<file path="src/rtl/modn_pkg.sv">
// Shared constants and width helper for the modulo-N counter family.
package modn_pkg;

  localparam int MODE_MOORE = 0;
  localparam int MODE_MEALY = 1;

  // Counter width: enough bits for 0..modulus-1, never narrower than one bit.
  function automatic int cnt_width(input int modulus);
    int w;
    w = $clog2(modulus);
    return (w < 1) ? 1 : w;
  endfunction

endpackage

</file>
<file path="src/rtl/sat_event_counter.sv">
// Saturating event counter: counts inc pulses, sticks at all ones, clr wins over inc.
module sat_event_counter #(
  parameter int WIDTH = 8
) (
  input  logic             clk,
  input  logic             rst,
  input  logic             clr,
  input  logic             inc,
  output logic [WIDTH-1:0] value,
  output logic             sat
);

  assign sat = &value;

  always_ff @(posedge clk) begin
    if (rst || clr) begin
      value <= '0;
    end else if (inc && !sat) begin
      value <= value + 1'b1;
    end
  end

endmodule

</file>
<file path="src/rtl/modn_counter.sv">
// Up/down modulo-MODULUS counter with load, Moore/Mealy terminal count
// and a saturating count of wrap events.
module modn_counter
  import modn_pkg::*;
#(
  parameter int MODULUS = 5,
  parameter int MEALY   = MODE_MOORE,
  parameter int WRAP_W  = 8,
  localparam int W      = cnt_width(MODULUS)
) (
  input  logic              clk,
  input  logic              rst,
  input  logic              en,
  input  logic              dir,
  input  logic              load,
  input  logic [W-1:0]      load_val,
  input  logic              clr_wrap,
  output logic [W-1:0]      count,
  output logic              tc,
  output logic [WRAP_W-1:0] wrap_cnt,
  output logic              wrap_sat
);

  localparam logic [W-1:0] MAX = W'(MODULUS - 1);

  logic [W-1:0] count_nxt;
  logic         count_ok;
  logic         load_ok;
  logic         at_max;
  logic         at_zero;
  logic         wrap_evt;

  // When MODULUS fills the whole code space every encoding is legal.
  if (MODULUS == (1 << W)) begin : g_full_range
    assign count_ok = 1'b1;
    assign load_ok  = 1'b1;
  end else begin : g_part_range
    assign count_ok = (count <= MAX);
    assign load_ok  = (load_val <= MAX);
  end

  assign at_max   = count_ok && (count == MAX);
  assign at_zero  = (count == '0);
  assign wrap_evt = en && !load && !rst && ((dir && at_max) || (!dir && at_zero));

  always_comb begin
    count_nxt = count;
    if (!count_ok) begin
      count_nxt = '0;
    end else if (load) begin
      count_nxt = load_ok ? load_val : '0;
    end else if (en) begin
      if (dir) begin
        count_nxt = at_max ? '0 : count + 1'b1;
      end else begin
        count_nxt = at_zero ? MAX : count - 1'b1;
      end
    end
  end

  always_ff @(posedge clk) begin
    if (rst) begin
      count <= '0;
    end else begin
      count <= count_nxt;
    end
  end

  // Moore flags the state itself; Mealy flags the edge that is about to wrap.
  if (MEALY == MODE_MEALY) begin : g_tc_mealy
    assign tc = wrap_evt;
  end else begin : g_tc_moore
    assign tc = at_max && !rst;
  end

  sat_event_counter #(
    .WIDTH (WRAP_W)
  ) u_wrap_cnt (
    .clk   (clk),
    .rst   (rst),
    .clr   (clr_wrap),
    .inc   (wrap_evt),
    .value (wrap_cnt),
    .sat   (wrap_sat)
  );

endmodule

</file>
<file path="config.mk">
export PLATFORM = sky130hd
export DESIGN_NAME = modn_counter
export DESIGN_NICKNAME = d
export VERILOG_FILES = /design/src/rtl/modn_pkg.sv /design/src/rtl/sat_event_counter.sv /design/src/rtl/modn_counter.sv
export SDC_FILE = /design/constraint.sdc
export NUM_CORES = 1
export LEC_CHECK = 0
export BUFFER_PORTS_ARGS = -buffer_cell sky130_fd_sc_hd__buf_2
export CORE_MARGIN = 5
export CORE_UTILIZATION = 43
export CTS_CLUSTER_SIZE = 10
export DETAILED_ROUTE_END_ITERATION = 6
export GPL_TIMING_DRIVEN = 0
export MAX_ROUTING_LAYER = met4
export PLACE_DENSITY = 0.72
export RECOVER_POWER = 25
export SLEW_MARGIN = 20
export SYNTH_ARGS = -nofsm -noshare
export SYNTH_HDL_FRONTEND = slang
export SYNTH_SLANG_ARGS = --single-unit
</file>
<file path="constraint.sdc">
create_clock -name clk -period 1.7 [get_ports clk]
set_clock_uncertainty 0.15 [all_clocks]
set_input_delay 0.085 -clock clk [delete_from_list [all_inputs] [get_ports clk]]
set_output_delay 0.085 -clock clk [all_outputs]
set_load 0.005 [all_outputs]
</file>
==> metrics.cfg, run 1 <==
[synth]
syn_inst = 78
postSynthNetCount = 91
synth_compound_area_share_pct = 22.61
yosys_warnings = 0
synthTopCellsByArea = dfxtp_1 32%, ha_1 7.4%, nor2_1 5.0%, a21oi_1 4.4%, o21ai_0 4.4%
syn_area_per_cell_um2 = 8.726
synthAdderAreaFrac_pct = 7.353
synthXorXnorAreaFrac_pct = 7.904
synth_enable_flop_cells = 0
synth_top_family_by_area = simple AND/OR/NAND/NOR gates
yosysSeqAreaShare_pct = 32.35
netlist-cell-type-count = 30
synth_ff_type = dfxtp_1
synth_top_area_share_pct = 32.35
yosys.area_share.simple_pct = 24.08
synth.largest_area_cell = dfxtp_1
ys_seq_elements = 11
synth_most_common_cell = dfxtp_1
ys_top_cells_by_count = 11 x dfxtp_1, 9 x nor2_1, 6 x a21oi_1, 6 x nand2_1, 6 x o21ai_0
async_flop_share_pct = 0
synthMuxAreaShare_pct = 1.471
synth_area_um2 = 680.7

[sta]
worst_slew_pin_slew_ns = 0.3171
fin_ws_ns = -0.02103
fmax_mhz = 581.0
final.setup.tns_ns = -0.02103
slew_viol_final = 0
min_period_ns = 1.721
hold_violations = 1
fin_hold_ws_ns = -0.009649
rsz0062_at_grt = yes
max_slew_margin_pct = 78.83
finalCritPeriodShare_pct = 101.2
finalSetupViolCount = 1

[finish]
final_layout_size_suffix_gt1_share_pct = 42.98
instances_no_fill = 130
syn_to_final_growth_pct = 43.75
fillers = 120
nets = 128
antenna_cells = 0

[routing]
initialDrtViolationCount = 12
viasPerCell = 5.492
dr.pass1.iters = 4
ant_nets = 0
vias = 714
detail_route.wirelength_mm = 1.732
wl_per_cell_um = 13.32
drc_errors = 0

[cts]
cts_tree = built
cts_buffer_depth = 2
numCtsBuffers = 3
cts_max_level = 1
cts.sinks = 11
insertion_delay_ns = 0.28
clk_pin_slew_ns = 0.08
cts_root_buf = clkbuf_4

[grt]
grt_pass1_wl_mm = 2.628
overflow = 0
grtUsageTotal_pct = 13.41
grt_max_degree = 9
antenna_found_initial = 0
grt_pass1_vias = 617

[pwr]
p_per_area_nw_per_um2 = 592.8
p_leak_nw = 0.4235
ir_worst_vdd_mv = 0.3895

[critical_path]
crit_buf_inv = 1
crit_fanout = 6
cp-start-kind = flip-flop
critPathTopFamily = simple AND/OR/NAND/NOR gates
end_kind = flip-flop
cp_data_arrival_time_ns = 1.79
path_cells = inv_2 > ha_4 > and4bb_4 > o211ai_4 > or4_4 > a21oi_2
slowest_delay_ns = 0.43
crit_type = reg -> reg
critPathRequiredTime_ns = 1.77
slowest_stage = or4_4

[die]
die_w_um = 49.79
initial_utilization_pct = 45.18
io-pin-count = 22
core_um2 = 1506
fp.dieArea_um2 = 2479
num_rows = 14
die_y_um = 49.79

[placed_design]
hpwl_mm = 1.143
port_buffers = 21
gp_congestion = 0.8138
dp.cells = 115

[run_status]
run_status = finished with violations
violations = hold timing, setup timing

[min_path]
hp-class = in -> reg

[run]
maxCapViolCount = 0

[metal layers]
metal	vias up	routed length, um	GRT usage [%]
met5	-	0	-
met4	0	25	5.240
met3	4	90	3.012
met2	17	849	20.13
met1	336	767	17.34
li1	357	-	-
[worst register-to-register path, cell delays in order, from the launching register on]
cell and delay, ns:
dfxtp_2 0.34, inv_2 0.08, ha_4 0.14, and4bb_4 0.28
o211ai_4 0.11, or4_4 0.43, a21oi_2 0.13
[final cells by class]
| type | count | area, um^2 | share of cell area (%) |
|---|---|---|---|
| multi-input cells | 61 | 479.2 | 48.98 |
| flip-flops and latches | 11 | 224.0 | 22.89 |
| repair buffers | 32 | 200.2 | 20.46 |
| clock buffers | 4 | 26.28 | 2.685 |
| well taps | 16 | 20.02 | 2.046 |
| inverters | 5 | 18.77 | 1.918 |
| plain buffers | 1 | 10.01 | 1.023 |
[report_power, final]
| part | internal, mW | switching (mW) | leakage [nW] |
|---|---|---|---|
| sequential | 0.264 | 0.00716 | 0.0903 |
| combinational | 0.0609 | 0.0570 | 0.318 |
| clock | 0.0912 | 0.100 | 0.0150 |
[cell usage in the layout, fill, tap and decap left out, types with 3 or more instances in the layout]
cell and n:
a21oi_1 4, dfxtp_2 3, buf_2 21, inv_1 3
buf_4 6, nor2_1 9, nand2_1 6, o21ai_0 6
clkbuf_4 3, dlygate4sd3_1 5, xor2_1 3, dfxtp_1 8
[what timing repair did]
item	in CTS	in global routing
endpoints found under the hold margin	3	0
hold buffers	5	0
pin swaps	2	6
resized for setup	4	6
setup endpoints to repair	4	9
buffers inserted	3	3
[sequential cells by signal, summed over array words and instances (netlist names)]
register          flops
count                 3
u_wrap_cnt.value      8
[through the flow]
stage | instance area [um^2] | total power [mW] | util (%) | setup WS, ns
final | 978.4 | 0.5800 | 64.95 | -0.02103
after global routing | 978.4 | 0.6145 | 64.95 | -0.07570
after CTS | 935.9 | 0.5675 | 62.13 | -0.01332
after detailed placement | 818.3 | 0.3714 | 54.32 | -0.05167
after global placement | 818.3 | 0.3692 | 54.32 | -0.01819
after floorplan | 693.2 | 0.3372 | - | 0.04116
[logic make-up (layout without fill, tap and decap cells)]
kind of cell	Yosys count	after routing
buffers and inverters	6	42
AND/OR/NAND/NOR	31	31
AO/OA/AOI/OAI	21	21
multiplexers	1	1
XOR/XNOR	4	4
flip-flops	11	11
adder cells (fa/ha/maj)	4	4
[path summary, 6_finish.rpt]
path	depth (start not counted)	slack [ns]	start	end
worst max-delay path	6	-0.02	count[0]$_SDFFE_PP0P_	u_wrap_cnt.value[6]$_SDFFE_PP0P_
worst min-delay path	4	-0.01	load	count[1]$_SDFFE_PP0P_
worst max register to register	6	-0.02	count[0]$_SDFFE_PP0P_	u_wrap_cnt.value[6]$_SDFFE_PP0P_
worst min register to register	2	0.37	u_wrap_cnt.value[6]$_SDFFE_PP0P_	u_wrap_cnt.value[6]$_SDFFE_PP0P_
Note: power is estimated with default switching activity, not from simulation.
==> run 2: changes to the inputs <==
--- a/config.mk
+++ b/config.mk
@@ -6,6 +6,7 @@
 export NUM_CORES = 1
 export LEC_CHECK = 0
 export BUFFER_PORTS_ARGS = -buffer_cell sky130_fd_sc_hd__buf_2
+export CAP_MARGIN = 30
 export CORE_MARGIN = 5
 export CORE_UTILIZATION = 43
 export CTS_CLUSTER_SIZE = 10
==> constraint.sdc (replaced) <==
create_clock -name clk -period 1.7 [get_ports clk]
set_clock_uncertainty 0.15 [all_clocks]
set_input_delay 0.34 -clock clk [delete_from_list [all_inputs] [get_ports clk]]
set_output_delay 0.34 -clock clk [all_outputs]
set_load 0.005 [all_outputs]
==> run 2 against run 1 <==
Effect of this change:
- the run ends with setup timing left
- sequential power hardly changed
- total power is 3.4% lower
- non-clock buffer count is 3 lower
- critical path depth stayed put
- final cell count is 2.3% lower
- critical path type unchanged
- largest power group unchanged
- highest routed layer unchanged
==> metrics.cfg, run 2 (synthesized netlist as in run 1, its figures left out) <==
[critical_path]
crit_type = reg -> reg  ; unchanged
cp-start-kind = flip-flop  ; unchanged
critPathRequiredTime_ns = 1.76  ; was 1.77 ns
slowest_stage = or4_4  ; unchanged
critPathTopFamily = simple AND/OR/NAND/NOR gates  ; unchanged
end_kind = flip-flop  ; unchanged
cp_data_arrival_time_ns = 1.76  ; was 1.79 ns
crit_buf_inv = 1  ; unchanged
path_cells = inv_2 > ha_4 > and4bb_4 > o211ai_4 > or4_4 > a21oi_2  ; unchanged
rr_endpoint = u_wrap_cnt.value[6]$_SDFFE_PP0P_  ; unchanged
r2r_slack_ns = -0.001  ; was -0.02 ns
slowest_delay_ns = 0.43  ; about the same
r2r_cells = 6  ; unchanged
crit_fanout = 5  ; was 6
rr_startpoint = count[1]$_SDFFE_PP0P_  ; was count[0]$_SDFFE_PP0P_

[min_path]
holdCritStartpoint = load_val[2]  ; was load
min_to = count[1]$_SDFFE_PP0P_  ; unchanged
hold-path-cell-count = 4  ; unchanged
hp-class = in -> reg  ; unchanged

[sta]
rsz0062_at_grt = yes  ; unchanged
min_period_ns = 1.701  ; was 1.721 ns
finalCritPeriodShare_pct = 100.1  ; was 101.2%
fmax_mhz = 587.9  ; was 581.0 MHz
fin_hold_ws_ns = 0.2103  ; was -0.009649 ns
finalSetupViolCount = 1  ; unchanged
fin_ws_ns = -0.0009592  ; was -0.02103 ns
slew_viol_final = 0  ; unchanged
worst_slew_pin_slew_ns = 0.3230  ; was 0.3171 ns
final.setup.tns_ns = -0.0009592  ; was -0.02103 ns
hold_violations = 0  ; was 1
max_slew_margin_pct = 78.44  ; was 78.83%

[placed_design]
postPlaceCellArea_um2 = 818.3  ; unchanged
pre_cts_ws_ns = -0.05167  ; unchanged
port_buffers = 21  ; unchanged
hpwl_mm = 1.143  ; unchanged
gp_congestion = 0.8138  ; unchanged

[routing]
drc_errors = 0  ; unchanged
dr.pass1.iters = 4  ; unchanged
initialDrtViolationCount = 16  ; was 12
ant_nets = 0  ; unchanged
wl_per_cell_um = 12.96  ; was 13.32 um
viasPerCell = 5.488  ; was 5.492
vias = 697  ; was 714
detail_route.wirelength_mm = 1.646  ; was 1.732 mm

[cts]
numCtsBuffers = 3  ; unchanged
insertion_delay_ns = 0.27  ; was 0.28 ns
cts_tree = built  ; unchanged
cts_root_buf = clkbuf_4  ; unchanged
cts.sinks = 11  ; unchanged
cts_max_level = 1  ; unchanged
cts_buffer_depth = 2  ; unchanged
clk_pin_slew_ns = 0.07  ; was 0.08 ns

[die]
die_w_um = 49.79  ; unchanged
core_um2 = 1506  ; unchanged
io-pin-count = 22  ; unchanged
initial_utilization_pct = 45.18  ; unchanged
die_y_um = 49.79  ; unchanged
num_rows = 14  ; unchanged
fp.dieArea_um2 = 2479  ; unchanged

[grt]
grt_pass1_wl_mm = 2.601  ; was 2.628 mm
grt_max_degree = 9  ; unchanged
antenna_found_initial = 0  ; unchanged
grt_pass1_vias = 609  ; was 617
grtUsageTotal_pct = 13.22  ; was 13.41%
overflow = 0  ; unchanged

[finish]
fillers = 129  ; was 120
final_layout_size_suffix_gt1_share_pct = 49.55  ; was 42.98%
final_area_um2 = 972.2  ; was 978.4 um^2
final-seq-area_um2 = 229.0  ; was 224.0 um^2
nets = 125  ; was 128
antenna_cells = 0  ; unchanged
multiInputGateArea_um2 = 503.0  ; was 479.2 um^2
largest_reg_flops = 8  ; unchanged
largest-register = u_wrap_cnt.value  ; unchanged
mostFrequentLayoutCell = buf_2  ; unchanged
most-common-layout-cells = 21 x buf_2, 8 x nor2_1, 8 x buf_4  ; was 21 x buf_2, 9 x nor2_1, 8 x dfxtp_1
largestRegisters = u_wrap_cnt.value: 8 flops, count: 3 flops  ; unchanged
syn_to_final_growth_pct = 42.83  ; was 43.75%

[pwr]
p_leak_nw = 0.4120  ; was 0.4235 nW
p_per_area_nw_per_um2 = 576.3  ; was 592.8 nW/um^2
ir_worst_vdd_mv = 0.3876  ; was 0.3895 mV
power_mw = 0.5603  ; was 0.5800 mW

[run_status]
run_status = finished with violations  ; unchanged
violations = setup timing  ; was hold timing, setup timing

[run]
maxCapViolCount = 0  ; unchanged

[run 2: how the worst max path moves through the flow]
stage / start / endpoint / slack (ns) / depth (start not counted)
after floorplan: count[1]$_SDFFE_PP0P_ / u_wrap_cnt.value[6]$_SDFFE_PP0P_ / 0.04 / 6
after global placement: count[0]$_SDFFE_PP0P_ / u_wrap_cnt.value[6]$_SDFFE_PP0P_ / -0.02 / 6
after detailed placement: count[1]$_SDFFE_PP0P_ / u_wrap_cnt.value[6]$_SDFFE_PP0P_ / -0.05 / 6
after CTS: count[0]$_SDFFE_PP0P_ / u_wrap_cnt.value[6]$_SDFFE_PP0P_ / 0.002 / 6
after global routing: u_wrap_cnt.value[1]$_SDFFE_PP0P_ / wrap_sat / -0.07 / 4
final: count[1]$_SDFFE_PP0P_ / u_wrap_cnt.value[6]$_SDFFE_PP0P_ / -0.001 / 6
[run 2: power by group]
| part | internal [mW] | total (mW) | switching (mW) | leakage, nW |
|---|---|---|---|---|
| Sequential | 0.262 | 0.269 | 0.00672 | 0.0916 |
| Clock | 0.0908 | 0.182 | 0.0910 | 0.0150 |
| Combinational | 0.0551 | 0.109 | 0.0544 | 0.305 |
[run 2: layout make-up]
class | instances | share of cell area, %
plain buffers | 1 | 1.030
repair buffers | 29 | 16.99
flip-flops and latches | 11 | 23.55
multi-input cells | 61 | 51.74
inverters | 5 | 1.931
clock buffers | 4 | 2.703
well taps | 16 | 2.059
[run 2: through the flow]
| stage | instances | utilization [%] |
|---|---|---|
| finish | 127 | 64.53 |
| global placement | 115 | 54.32 |
| floorplan | 78 | - |
| CTS | 125 | 61.79 |
| global route | 127 | 64.53 |
| detailed placement | 115 | 54.32 |
[run 2: routing by layer]
| metal | up-vias | GRT usage [%] | part of all wire (%) |
|---|---|---|---|
| li1 | 351 | - | - |
| met1 | 328 | 17.34 | 46 |
| met2 | 16 | 19.49 | 48 |
| met3 | 2 | 3.012 | 4.9 |
| met4 | 0 | 5.240 | 0.55 |
| met5 | - | - | 0 |
[run 2: what timing repair did]
item,4_1_cts,5_1_grt
cloned,0,0
setup endpoints to repair,6,8
gates resized for setup,9,11
hold buffers,0,0
pin swaps,3,2
setup buffers,6,2
[run 2: worst min-delay path: cells and delay by family]
| family | cells | cell delay [ns] |
|---|---|---|
| buffers and inverters | 1 | 0.09 |
| AND/OR/NAND/NOR | 2 | 0.09 |
| AO/OA/AOI/OAI | 1 | 0.07 |
==> run 3: changes to the inputs <==
--- a/config.mk
+++ b/config.mk
@@ -5,15 +5,16 @@
 export SDC_FILE = /design/constraint.sdc
 export NUM_CORES = 1
 export LEC_CHECK = 0
+export ABC_CLOCK_PERIOD_IN_PS = 2100
 export BUFFER_PORTS_ARGS = -buffer_cell sky130_fd_sc_hd__buf_2
 export CAP_MARGIN = 30
 export CORE_MARGIN = 5
-export CORE_UTILIZATION = 43
+export CORE_UTILIZATION = 51
 export CTS_CLUSTER_SIZE = 10
 export DETAILED_ROUTE_END_ITERATION = 6
 export GPL_TIMING_DRIVEN = 0
 export MAX_ROUTING_LAYER = met4
-export PLACE_DENSITY = 0.72
+export PLACE_DENSITY = 0.8
 export RECOVER_POWER = 25
 export SLEW_MARGIN = 20
 export SYNTH_ARGS = -nofsm -noshare
==> constraint.sdc (replaced) <==
create_clock -name clk -period 2.1 [get_ports clk]
set_clock_uncertainty 0.15 [all_clocks]
set_input_delay 0.42 -clock clk [delete_from_list [all_inputs] [get_ports clk]]
set_output_delay 0.42 -clock clk [all_outputs]
set_load 0.005 [all_outputs]
==> run 3 against run 2 <==
Effect of this change:
- the flow now finishes without violations
- clock-buffer cell count did not move
- critical path depth fell by 2
- setup slack improved by 0.17 ns
- non-clock buffer count fell by 8
- final cell count fell by 7.1%
==> metrics.cfg, run 3 (synthesized netlist as in run 1, its figures left out) <==
[cts]
numCtsBuffers = 3  ; unchanged
cts_tree = built  ; unchanged
cts_setup_buffers = 0  ; was 6
cts_hold_buf = 0  ; unchanged
clk_pin_slew_ns = 0.07  ; about the same
insertion_delay_ns = 0.27  ; about the same
cts_buffer_depth = 2  ; unchanged
cts.sinks = 11  ; unchanged
post_cts_resized = 0  ; was 9
cts_max_level = 1  ; unchanged
cts_root_buf = clkbuf_4  ; unchanged

[routing]
initialDrtViolationCount = 16  ; unchanged
ant_nets = 0  ; unchanged
dr.pass1.iters = 4  ; unchanged
vias = 629  ; was 697
detail_route.wirelength_mm = 1.371  ; was 1.646 mm
viasPerCell = 5.331  ; was 5.488
wl_per_cell_um = 11.62  ; was 12.96 um
drc_errors = 0  ; unchanged

[critical_path]
crit_type = reg -> out  ; was reg -> reg
critPathRequiredTime_ns = 1.53  ; was 1.76 ns
end_kind = primary output  ; was flip-flop
r2r_cells = 6  ; unchanged
cp-start-kind = flip-flop  ; unchanged
crit_fanout = 4  ; was 5
cp_data_arrival_time_ns = 1.36  ; was 1.76 ns

[grt]
grt_max_degree = 9  ; unchanged
grt_pass1_wl_mm = 2.297  ; was 2.601 mm
overflow = 0  ; unchanged
grtUsageTotal_pct = 15.43  ; was 13.22%
grt_pass1_vias = 564  ; was 609
antenna_found_initial = 0  ; unchanged

[finish]
largestRegisters = u_wrap_cnt.value: 8 flops, count: 3 flops  ; unchanged
antenna_cells = 0  ; unchanged
syn_to_final_growth_pct = 21.51  ; was 42.83%
largest_reg_flops = 8  ; unchanged
most-common-layout-cells = 18 x buf_2, 11 x dfxtp_1, 9 x nor2_1  ; was 21 x buf_2, 8 x nor2_1, 8 x buf_4
fillers = 112  ; was 129
largest-register = u_wrap_cnt.value  ; unchanged
nets = 117  ; was 125
instances_no_fill = 118  ; was 127
mostFrequentLayoutCell = buf_2  ; unchanged
final_layout_size_suffix_gt1_share_pct = 27.18  ; was 49.55%

[sta]
hold_violations = 0  ; unchanged
min_period_ns = 1.933
rsz0062_at_grt = no  ; was yes
finalSetupViolCount = 0  ; was 1
worst_slew_pin_slew_ns = 0.3167  ; was 0.3230 ns
finalCritPeriodShare_pct = 92.04
fmax_mhz = 517.4
final.setup.tns_ns = 0  ; was -0.0009592 ns
fin_hold_ws_ns = 0.3167  ; was 0.2103 ns
slew_viol_final = 0  ; unchanged
max_slew_margin_pct = 78.86  ; was 78.44%

[placed_design]
hpwl_mm = 1.071  ; was 1.143 mm
gp_congestion = 0.8139  ; was 0.8138
dp.cells = 114  ; was 115
port_buffers = 21  ; unchanged

[die]
die_y_um = 46.53  ; was 49.79 um
fp.dieArea_um2 = 2165  ; was 2479 um^2
core_um2 = 1285  ; was 1506 um^2
num_rows = 13  ; was 14
initial_utilization_pct = 52.97  ; was 45.18%
io-pin-count = 22  ; unchanged
die_w_um = 46.53  ; was 49.79 um

[pwr]
power_mw = 0.4329  ; was 0.5603 mW
p_per_area_nw_per_um2 = 523.4  ; was 576.3 nW/um^2
p_leak_nw = 0.3586  ; was 0.4120 nW
ir_worst_vdd_mv = 0.2920  ; was 0.3876 mV

[run_status]
run_status = completed  ; was finished with violations

[min_path]
hp-class = in -> reg  ; unchanged
hold-path-cell-count = 4  ; unchanged

[run]
maxCapViolCount = 0  ; unchanged

==> run 3: per-layer routing <==
metal | global-route usage, % | vias up | part of all wire (%)
met5 | - | - | 0
met1 | 19.11 | 276 | 49
met2 | 22.80 | 14 | 46
li1 | - | 337 | -
met3 | 3.516 | 2 | 5.2
met4 | 8.523 | 0 | 0.15
==> run 3: worst paths after layout <==
| kind | start | endpoint | slack [ns] |
|---|---|---|---|
| worst min register to register | u_wrap_cnt.value[6]$_SDFFE_PP0P_ | u_wrap_cnt.value[6]$_SDFFE_PP0P_ | 0.35 |
| worst min-delay path | load_val[2] | count[1]$_SDFFE_PP0P_ | 0.32 |
| worst max register to register | count[0]$_SDFFE_PP0P_ | u_wrap_cnt.value[6]$_SDFFE_PP0P_ | 0.23 |
| worst max-delay path | u_wrap_cnt.value[0]$_SDFFE_PP0P_ | wrap_sat | 0.17 |
==> run 3: power by group <==
group | internal (mW) | switching (mW) | total [mW] | leakage (nW)
sequential | 0.213 | 0.00503 | 0.218 | 0.0892
clock | 0.0735 | 0.0702 | 0.144 | 0.0150
combinational | 0.0328 | 0.0385 | 0.0713 | 0.254
==> run 3: metrics by stage <==
| stage | area (um^2) | setup WS, ns | utilization, % |
|---|---|---|---|
| CTS | 830.8 | 0.1595 | 64.65 |
| floorplan | 680.7 | 0.3571 | - |
| finish | 827.0 | 0.1671 | 64.36 |
| global placement | 804.5 | 0.2690 | 62.61 |
| global route | 827.0 | 0.006214 | 64.36 |
| detailed placement | 804.5 | 0.2318 | 62.61 |
==> run 3: final cells by class <==
class | count | area, um^2 | area share [%]
flip-flops and latches | 11 | 220.2 | 26.63
well taps | 15 | 18.77 | 2.269
clock buffers | 4 | 26.28 | 3.177
repair buffers | 21 | 101.3 | 12.25
inverters | 5 | 18.77 | 2.269
plain buffers | 1 | 10.01 | 1.210
multi-input cells | 61 | 431.7 | 52.19
==> run 3: worst max-delay path, stage by stage, from the launching register on <==
cell and delay, ns:
dfxtp_1 0.38, ha_1 0.23, nand3_1 0.21, nor2_1 0.15
buf_2 0.13
